**src/rtl/instr_encoder.sv**
```systemverilog
// Packs decoded instruction fields into 32-bit words and writes them to consecutive word addresses.
// Latency: one cycle from accept to write; backpressure: in_ready is high only while a session is loading.
module instr_encoder #(
  parameter int ADDR_W = 32
) (
  input  logic              clk,
  input  logic              reset_n,
  input  logic              start,
  input  logic [ADDR_W-1:0] base_addr,
  input  logic [7:0]        count,
  input  logic              in_valid,
  output logic              in_ready,
  input  logic [3:0]        cond,
  input  logic [1:0]        op,
  input  logic [5:0]        funct,
  input  logic [3:0]        rn,
  input  logic [3:0]        rd,
  input  logic [23:0]       src2,
  output logic              mem_we,
  output logic [ADDR_W-1:0] mem_addr,
  output logic [31:0]       mem_wdata,
  output logic              busy,
  output logic              done,
  output logic              err
);

  typedef enum logic [1:0] {IDLE, LOAD, FLUSH} state_t;

  state_t            state_q, state_d;
  logic [7:0]        remain_q, remain_d;
  logic [ADDR_W-1:0] next_addr_q, next_addr_d;
  logic              err_q, err_d;
  logic              done_q, done_d;
  logic              mem_we_q, mem_we_d;
  logic [ADDR_W-1:0] mem_addr_q;
  logic [31:0]       mem_wdata_q;
  logic              accept;
  logic              idle_start;
  logic [31:0]       enc_word;

  always_ff @(posedge clk or negedge reset_n) begin
    if (!reset_n) state_q <= IDLE;
    else          state_q <= state_d;
  end

  always_comb begin
    state_d = state_q;
    case (state_q)
      IDLE:    if (start && count != 8'd0) state_d = LOAD;
      LOAD:    if (accept && remain_q == 8'd1) state_d = FLUSH;
      FLUSH:   state_d = IDLE;
      default: state_d = IDLE;
    endcase
  end

  always_comb begin
    in_ready = (state_q == LOAD);
    busy     = (state_q != IDLE);
  end

  assign accept     = in_valid && in_ready;
  assign idle_start = (state_q == IDLE) && start;

  // Branches carry a 24-bit offset and keep only the top two funct bits.
  assign enc_word = op[1] ? {cond, op, funct[5:4], src2}
                          : {cond, op, funct, rn, rd, src2[11:0]};

  always_comb begin
    remain_d    = remain_q;
    next_addr_d = next_addr_q;
    err_d       = err_q;
    if (idle_start) begin
      err_d       = 1'b0;
      remain_d    = count;
      next_addr_d = base_addr;
    end else if (accept) begin
      remain_d    = remain_q - 8'd1;
      next_addr_d = next_addr_q + ADDR_W'(4);
      if (op == 2'b11) err_d = 1'b1;
    end
    mem_we_d = accept && (op != 2'b11);
    done_d   = (state_q == FLUSH) || (idle_start && count == 8'd0);
  end

  always_ff @(posedge clk or negedge reset_n) begin
    if (!reset_n) begin
      remain_q    <= '0;
      next_addr_q <= '0;
      err_q       <= 1'b0;
      done_q      <= 1'b0;
      mem_we_q    <= 1'b0;
      mem_addr_q  <= '0;
      mem_wdata_q <= '0;
    end else begin
      remain_q    <= remain_d;
      next_addr_q <= next_addr_d;
      err_q       <= err_d;
      done_q      <= done_d;
      mem_we_q    <= mem_we_d;
      if (mem_we_d) begin
        mem_addr_q  <= next_addr_q;
        mem_wdata_q <= enc_word;
      end
    end
  end

  assign mem_we    = mem_we_q;
  assign mem_addr  = mem_addr_q;
  assign mem_wdata = mem_wdata_q;
  assign done      = done_q;
  assign err       = err_q;

endmodule

```
**config.mk**
```make
export PLATFORM = sky130hd
export DESIGN_NAME = instr_encoder
export DESIGN_NICKNAME = d
export VERILOG_FILES = /design/src/rtl/instr_encoder.sv
export SDC_FILE = /design/constraint.sdc
export NUM_CORES = 1
export LEC_CHECK = 0
export BUFFER_PORTS_ARGS = -buffer_cell sky130_fd_sc_hd__clkbuf_2
export CAP_MARGIN = 20
export CORE_ASPECT_RATIO = 0.8
export CORE_UTILIZATION = 45
export CTS_BUF_LIST = sky130_fd_sc_hd__clkbuf_8
export CTS_CLUSTER_SIZE = 14
export DETAILED_ROUTE_END_ITERATION = 7
export PLACE_DENSITY = 0.72
export SLEW_MARGIN = 20
export SYNTH_ARGS = -nofsm -noshare
export SYNTH_HDL_FRONTEND = slang
export SYNTH_SLANG_ARGS = --single-unit
```
**constraint.sdc**
```tcl
create_clock -name clk -period 2.48 [get_ports clk]
set_input_delay 0 -clock clk [delete_from_list [all_inputs] [get_ports clk]]
set_output_delay 0 -clock clk [all_outputs]
set_load 0.02 [all_outputs]
```
# Word-level counts from Yosys, hierarchy flattened

Index checks and enable logic that the tools add are counted.

Flip-flop bits (word level): 109

Equal/unequal tests: 7
Reductions and logical operators: 15
Multiplexer cells: 11
$add $sub $neg: 2

Operators with widths:

| kind                                                | count |
|---|---|
| 2-to-1 mux 32 bit                                   | 2 |
| adder 32 x 3 -> 32 bit, second input constant       | 1 |
| 2-to-1 mux 28 bit                                   | 1 |
| 2-to-1 mux 8 bit                                    | 2 |
| equality test 8 x 1 -> 1 bit, second input constant | 1 |
| zero test 8 bit                                     | 1 |
| nonzero test 8 bit                                  | 1 |
| subtractor 8 x 1 -> 8 bit, second input constant    | 1 |
| logical AND 1 bit                                   | 6 |
| nonzero test 2 bit                                  | 3 |
| equality test 2 bit, second input constant          | 2 |
| 2-to-1 mux 2 bit                                    | 2 |
| != test 2 bit, second input constant                | 2 |
| one-hot mux 2 bit (2 select lines)                  | 1 |
| AND reduction 2 bit                                 | 2 |
| 2-to-1 mux 1 bit                                    | 3 |
| equality test 2 x 1 -> 1 bit, second input constant | 1 |
| zero test 2 bit                                     | 1 |
| != test 2 x 1 -> 1 bit, second input constant       | 1 |
| logical OR 1 bit                                    | 1 |

# Logic depth before layout (Yosys ltp)

Depth in word-level cells: 5
Mapped depth: 9

# Worst setup path before layout

No wires, ideal clock.

Path kind: reg-to-reg
Start point: reg next_addr_q[2]
End point: reg next_addr_q[30]
Data arrival time: 1.689 ns
Cell stages (with the launch flop): 7
Buffers on the path: 0
Library setup time: 0.070 ns
Period minus slack after synthesis: 1.758 ns
Data required time: 2.410 ns
Path slack: 0.722 ns
Path through: dfrtp_1 ha_1 nand3_2 nor4_4 nand2_2 or4_1 nand3_1

Longest elaborated chain between the ends: 3

Ends and longest elaborated chain:

| what                   | line | RTL |
|---|---|---|
| start, declared        | 31   | `logic [ADDR_W-1:0] next_addr_q, next_addr_d;` |
| start signal, assigned | 96   | `next_addr_q <= next_addr_d;` |
| adder 32 x 3 -> 32 bit | 78   | `next_addr_d = next_addr_q + ADDR_W'(4);` |
| 2-to-1 mux 32 bit      | 76   | `end else if (accept) begin` |
| 2-to-1 mux 32 bit      | 72   | `if (idle_start) begin` |

No other way between the ends. The select of a mux whose other input is x is not followed.
A chain may end at the register's enable or synchronous reset.

# Worst setup path in the final report

Start point: reg state_q[0]
End point: reg remain_q[7]

Longest elaborated chain between the ends: 3
Elaborated cells between the ends (all ways): 6
Classes of those cells: eq/ne (1); mux (1); reduce/logical (4)

Ends and longest elaborated chain:

| what                                                                    | line   | RTL |
|---|---|---|
| start, declared                                                         | 29     | `state_t state_q, state_d;` |
| start signal, assigned                                                  | 43     | `else state_q <= state_d;` |
| equality test 2 x 1 -> 1 bit / zero test 2 bit (equally long branches)  | 57, 62 |  |
| logical AND 1 bit, on equally long branches                             | 61, 62 |  |
| nonzero test 2 bit (no line) / 2-to-1 mux 8 bit (equally long branches) | --     |  |
| end signal, assigned                                                    | 95     | `remain_q <= remain_d;` |
| end, declared                                                           | 30     | `logic [7:0] remain_q, remain_d;` |

Several ways; a longest one is shown, not always the timed one.

==> impl_results.md <==
* Height of the die at between 90 and 100 um
* Pleak at between 3 and 4 nW
* Share of post-route cells with drive strength above 1 at 0.244
* Flop2flop setup slack at slightly above 400 ps
* Power, Total at around 7.3 mW
* Via/cell ratio at around 5.3
* Crit start category: flop
* Status: finished clean
* Slew @ Worst Pin at approximately 840 ps
* Global-route wire length before repair at ~24000 um
* Final Critical Period at around 2100 ps
* Wirelength, routed at approximately 15000 um
* Yosys warns at 0
* Hpwl dp at approximately 9900 um
* Area grow syn2layout at 39.2%
* CTS tree: done
* Post-Synthesis Cells at 562
* Largest net degree at the start of global routing at 60
* Root Driver: clkbuf_8
* Critical Path AT at between 2000 and 2500 ps
* Post-CTS setup repair buffer count at 0
* Post-synthesis average cell area at between 9 and 10 um2
* Fillers at between 800 and 900
* Reg area at about 2700 um2
* IO Count at 157
* Clk pin slew, worst setup/hold paths at ~100 ps
* MaxCap Viol Count at 0
* Final period utilization at 0.832
* Cell taking the most area after synthesis: dfrtp_1
* Global placement routability congestion at around 0.86
* Rows at 34
* Hold_sp: in_valid
* Max-slew violations at 0
* Post-CTS sizing at 0
* DR pass1 iterations at 4
* Hold Worst Slack at 107 ps
* Top cells by area, synth: dfrtp_1, nand2_1, mux2i_1, o21ai_0, a221o_1
* Crit path max-delay family: simple AND/OR/NAND/NOR gates
* DRT antenna net count at 0
* Critical-path top delay cell: nor2_1
* Vias in the first global route at a little under 5000
* Worst skew pair latency at roughly 380 ps
* Grt total ovfl at 0
* H-tree levels at 3
* Hold_buf cts at between 80 and 90
* Pwr Density at 1040 nW/um2
* Reg2reg path depth at 5
* DRC violations left at 0
* Area fraction of the dominant cell type after synthesis at 0.539
* Worst endpoint required time at around 2800 ps
* RSZ-0062 raised after global routing: false
* Fmax at ~480 MHz
* Seq/Total Area, Yosys at 0.539
* Max incr delay on CP at 690 ps
* Syn Std Cell Area at around 5100 um2
* Number of synthesized flops with an enable pin at 0
* Die X at approximately 120 um
* Synthesis-stage register bit count at 109
* Cell depth of the worst setup path at 5
* Critical path buffers and inverters at 0
* HP Class: input port to flop
* R2R Path End: remain_q[7]$_DFFE_PN0P_
* Netlist cell types at 48
* Primary FF master, synth: dfrtp_1
* Port bufs at around 160
* Final setup violating endpoints at 0
* Clk buf depth at 2
* CTS sink cnt at 109
* Initial antenna violation count at 0
* Critical path class: flop to flop
* Initial DRC Count at 360
* Hold depth at 4
* Setup_tns at 0 ps
* Worst slew margin at 0.438
* Crit-path cells: and2b_1 > and2_1 > nor2_1 > o21ai_0 > o311ai_0
* Routed WL per cell at roughly 16 um
* Die area at roughly 12000 um2
* Synth Net Count at 653
* Multi-input logic area at approximately 2200 um2
* WHS Endpoint: next_addr_q[21]$_DFFE_PN0P_
* Max VDD drop at approximately 470 uV
* CP Max Fanout at 12
* R2r startpoint: state_q[0]$_DFFE_PN0P_
* Final Hold Vio Count at 0
* Clock skew at just under 10 ps
* Initial Utilization at 0.463
* Core box area at 10900 um2
* # diodes at 0
* Nets@finish at just under 900
* GRT Overall Usage at 0.261
* Via count at 4994
* Num CTS Buffers at 9
* Post-synth ARST share at 1.00
* Crit. End Element: flop
placed cells by master, fill, tap and decap left out, drive strengths merged, types with 3 or more instances in the layout:
cell / count
nor2: 29
a22oi: 3
nand2: 203
dfrtp: 109
nor4: 8
nand4: 13
or2: 3
o21ai: 33
a21oi: 6
o311ai: 6
clkbuf: 164
a21o: 3
dlygate4sd3: 85
nor3: 9
o211ai: 8
mux2i: 18
buf: 13
inv: 12
or4: 4
nand3: 21
a31oi: 3
a221o: 12
ha: 3
a32oi: 5
logic make-up after synthesis:
family	count (synthesis)	synth area share
and+or+nand+nor	302	0.261
DFF	109	0.539
AOI/OAI and AO/OA	87	0.119
buffers and inverters	42	0.0368
muxes	18	0.0356
adders and majority gates	3	0.00741
xor gates and xnor gates	1	0.00173
report_power, final:
group,total (mW),switching [mW],internal [mW],leakage [nW]
Sequential,3.28,0.735,2.54,1.38
Clock,1.15,0.663,0.492,0.105
Combinational,2.88,1.80,1.08,2.11
layout make-up:
class,instances,share of cell area
well taps,144,0.0256
multi-input cells,411,0.306
flip-flops and latches,109,0.387
clock buffers,9,0.0176
inverters,9,0.00479
clock inverters,7,0.0130
repair buffers,253,0.246
metrics by stage:
step / area [um2] / setup WS [ps] / util / instances
2_1_floorplan: 5060 / 722 / - / 562
6_report: 7050 / 416 / 0.645 / 942
3_3_place_gp: 5980 / 554 / 0.547 / 841
4_1_cts: 7050 / 439 / 0.645 / 942
5_1_grt: 7050 / 184 / 0.645 / 942
3_5_place_dp: 5980 / 471 / 0.547 / 841
worst register-to-register path, stage by stage (launching register included):
cell and delay (ps):
dfrtp_1 470, and2b_1 220, and2_1 260, nor2_1 690, o21ai_0 190, o311ai_0 140
per-layer routing:
layer,track usage,vias to the layer above,wire [um]
met2,0.435,215,7040
met3,0.0672,15,1170
met1,0.340,2360,6530
met5,0,-,0
li1,-,2404,-
met4,0.0598,0,182
how the worst max path moves through the flow:
stage	slack, ps	startpoint	end
after floorplan	720	next_addr_q[2]$_DFFE_PN0P_	next_addr_q[30]$_DFFE_PN0P_
after global routing	180	next_addr_q[2]$_DFFE_PN0P_	next_addr_q[20]$_DFFE_PN0P_
after global placement	550	next_addr_q[2]$_DFFE_PN0P_	next_addr_q[30]$_DFFE_PN0P_
final	420	state_q[0]$_DFFE_PN0P_	remain_q[7]$_DFFE_PN0P_
after detailed placement	470	next_addr_q[2]$_DFFE_PN0P_	next_addr_q[20]$_DFFE_PN0P_
after CTS	440	state_q[0]$_DFFE_PN0P_	remain_q[7]$_DFFE_PN0P_
state kept, by name, summed over array words and instances, names as in the netlist:
register     count
done             1
err              1
mem_addr        32
mem_wdata       32
mem_we           1
next_addr_q     32
remain_q         8
state_q          2
Yosys cell counts, types with 2 or more instances:
cell      number
clkbuf_2       2
a21o_1         3
dfrtp_1      109
a221o_1       12
nor3_1         8
a31oi_1        3
or3_1          2
nand2_1      202
or2_2          3
buf_2         12
clkbuf_1      14
nor2_1        29
o21ai_0       32
nand4_1       12
a21boi_0       2
a222oi_1       2
buf_4          3
ha_1           3
a32oi_1        5
buf_1          2
o311ai_0       6
inv_1          9
or4_1          4
nand3_1       20
and3_1         2
a22oi_1        3
o211ai_1       8
nor4_1         7
mux2i_1       18
and2_1         2
a21oi_1        6
(Power assumes the default switching activity.)
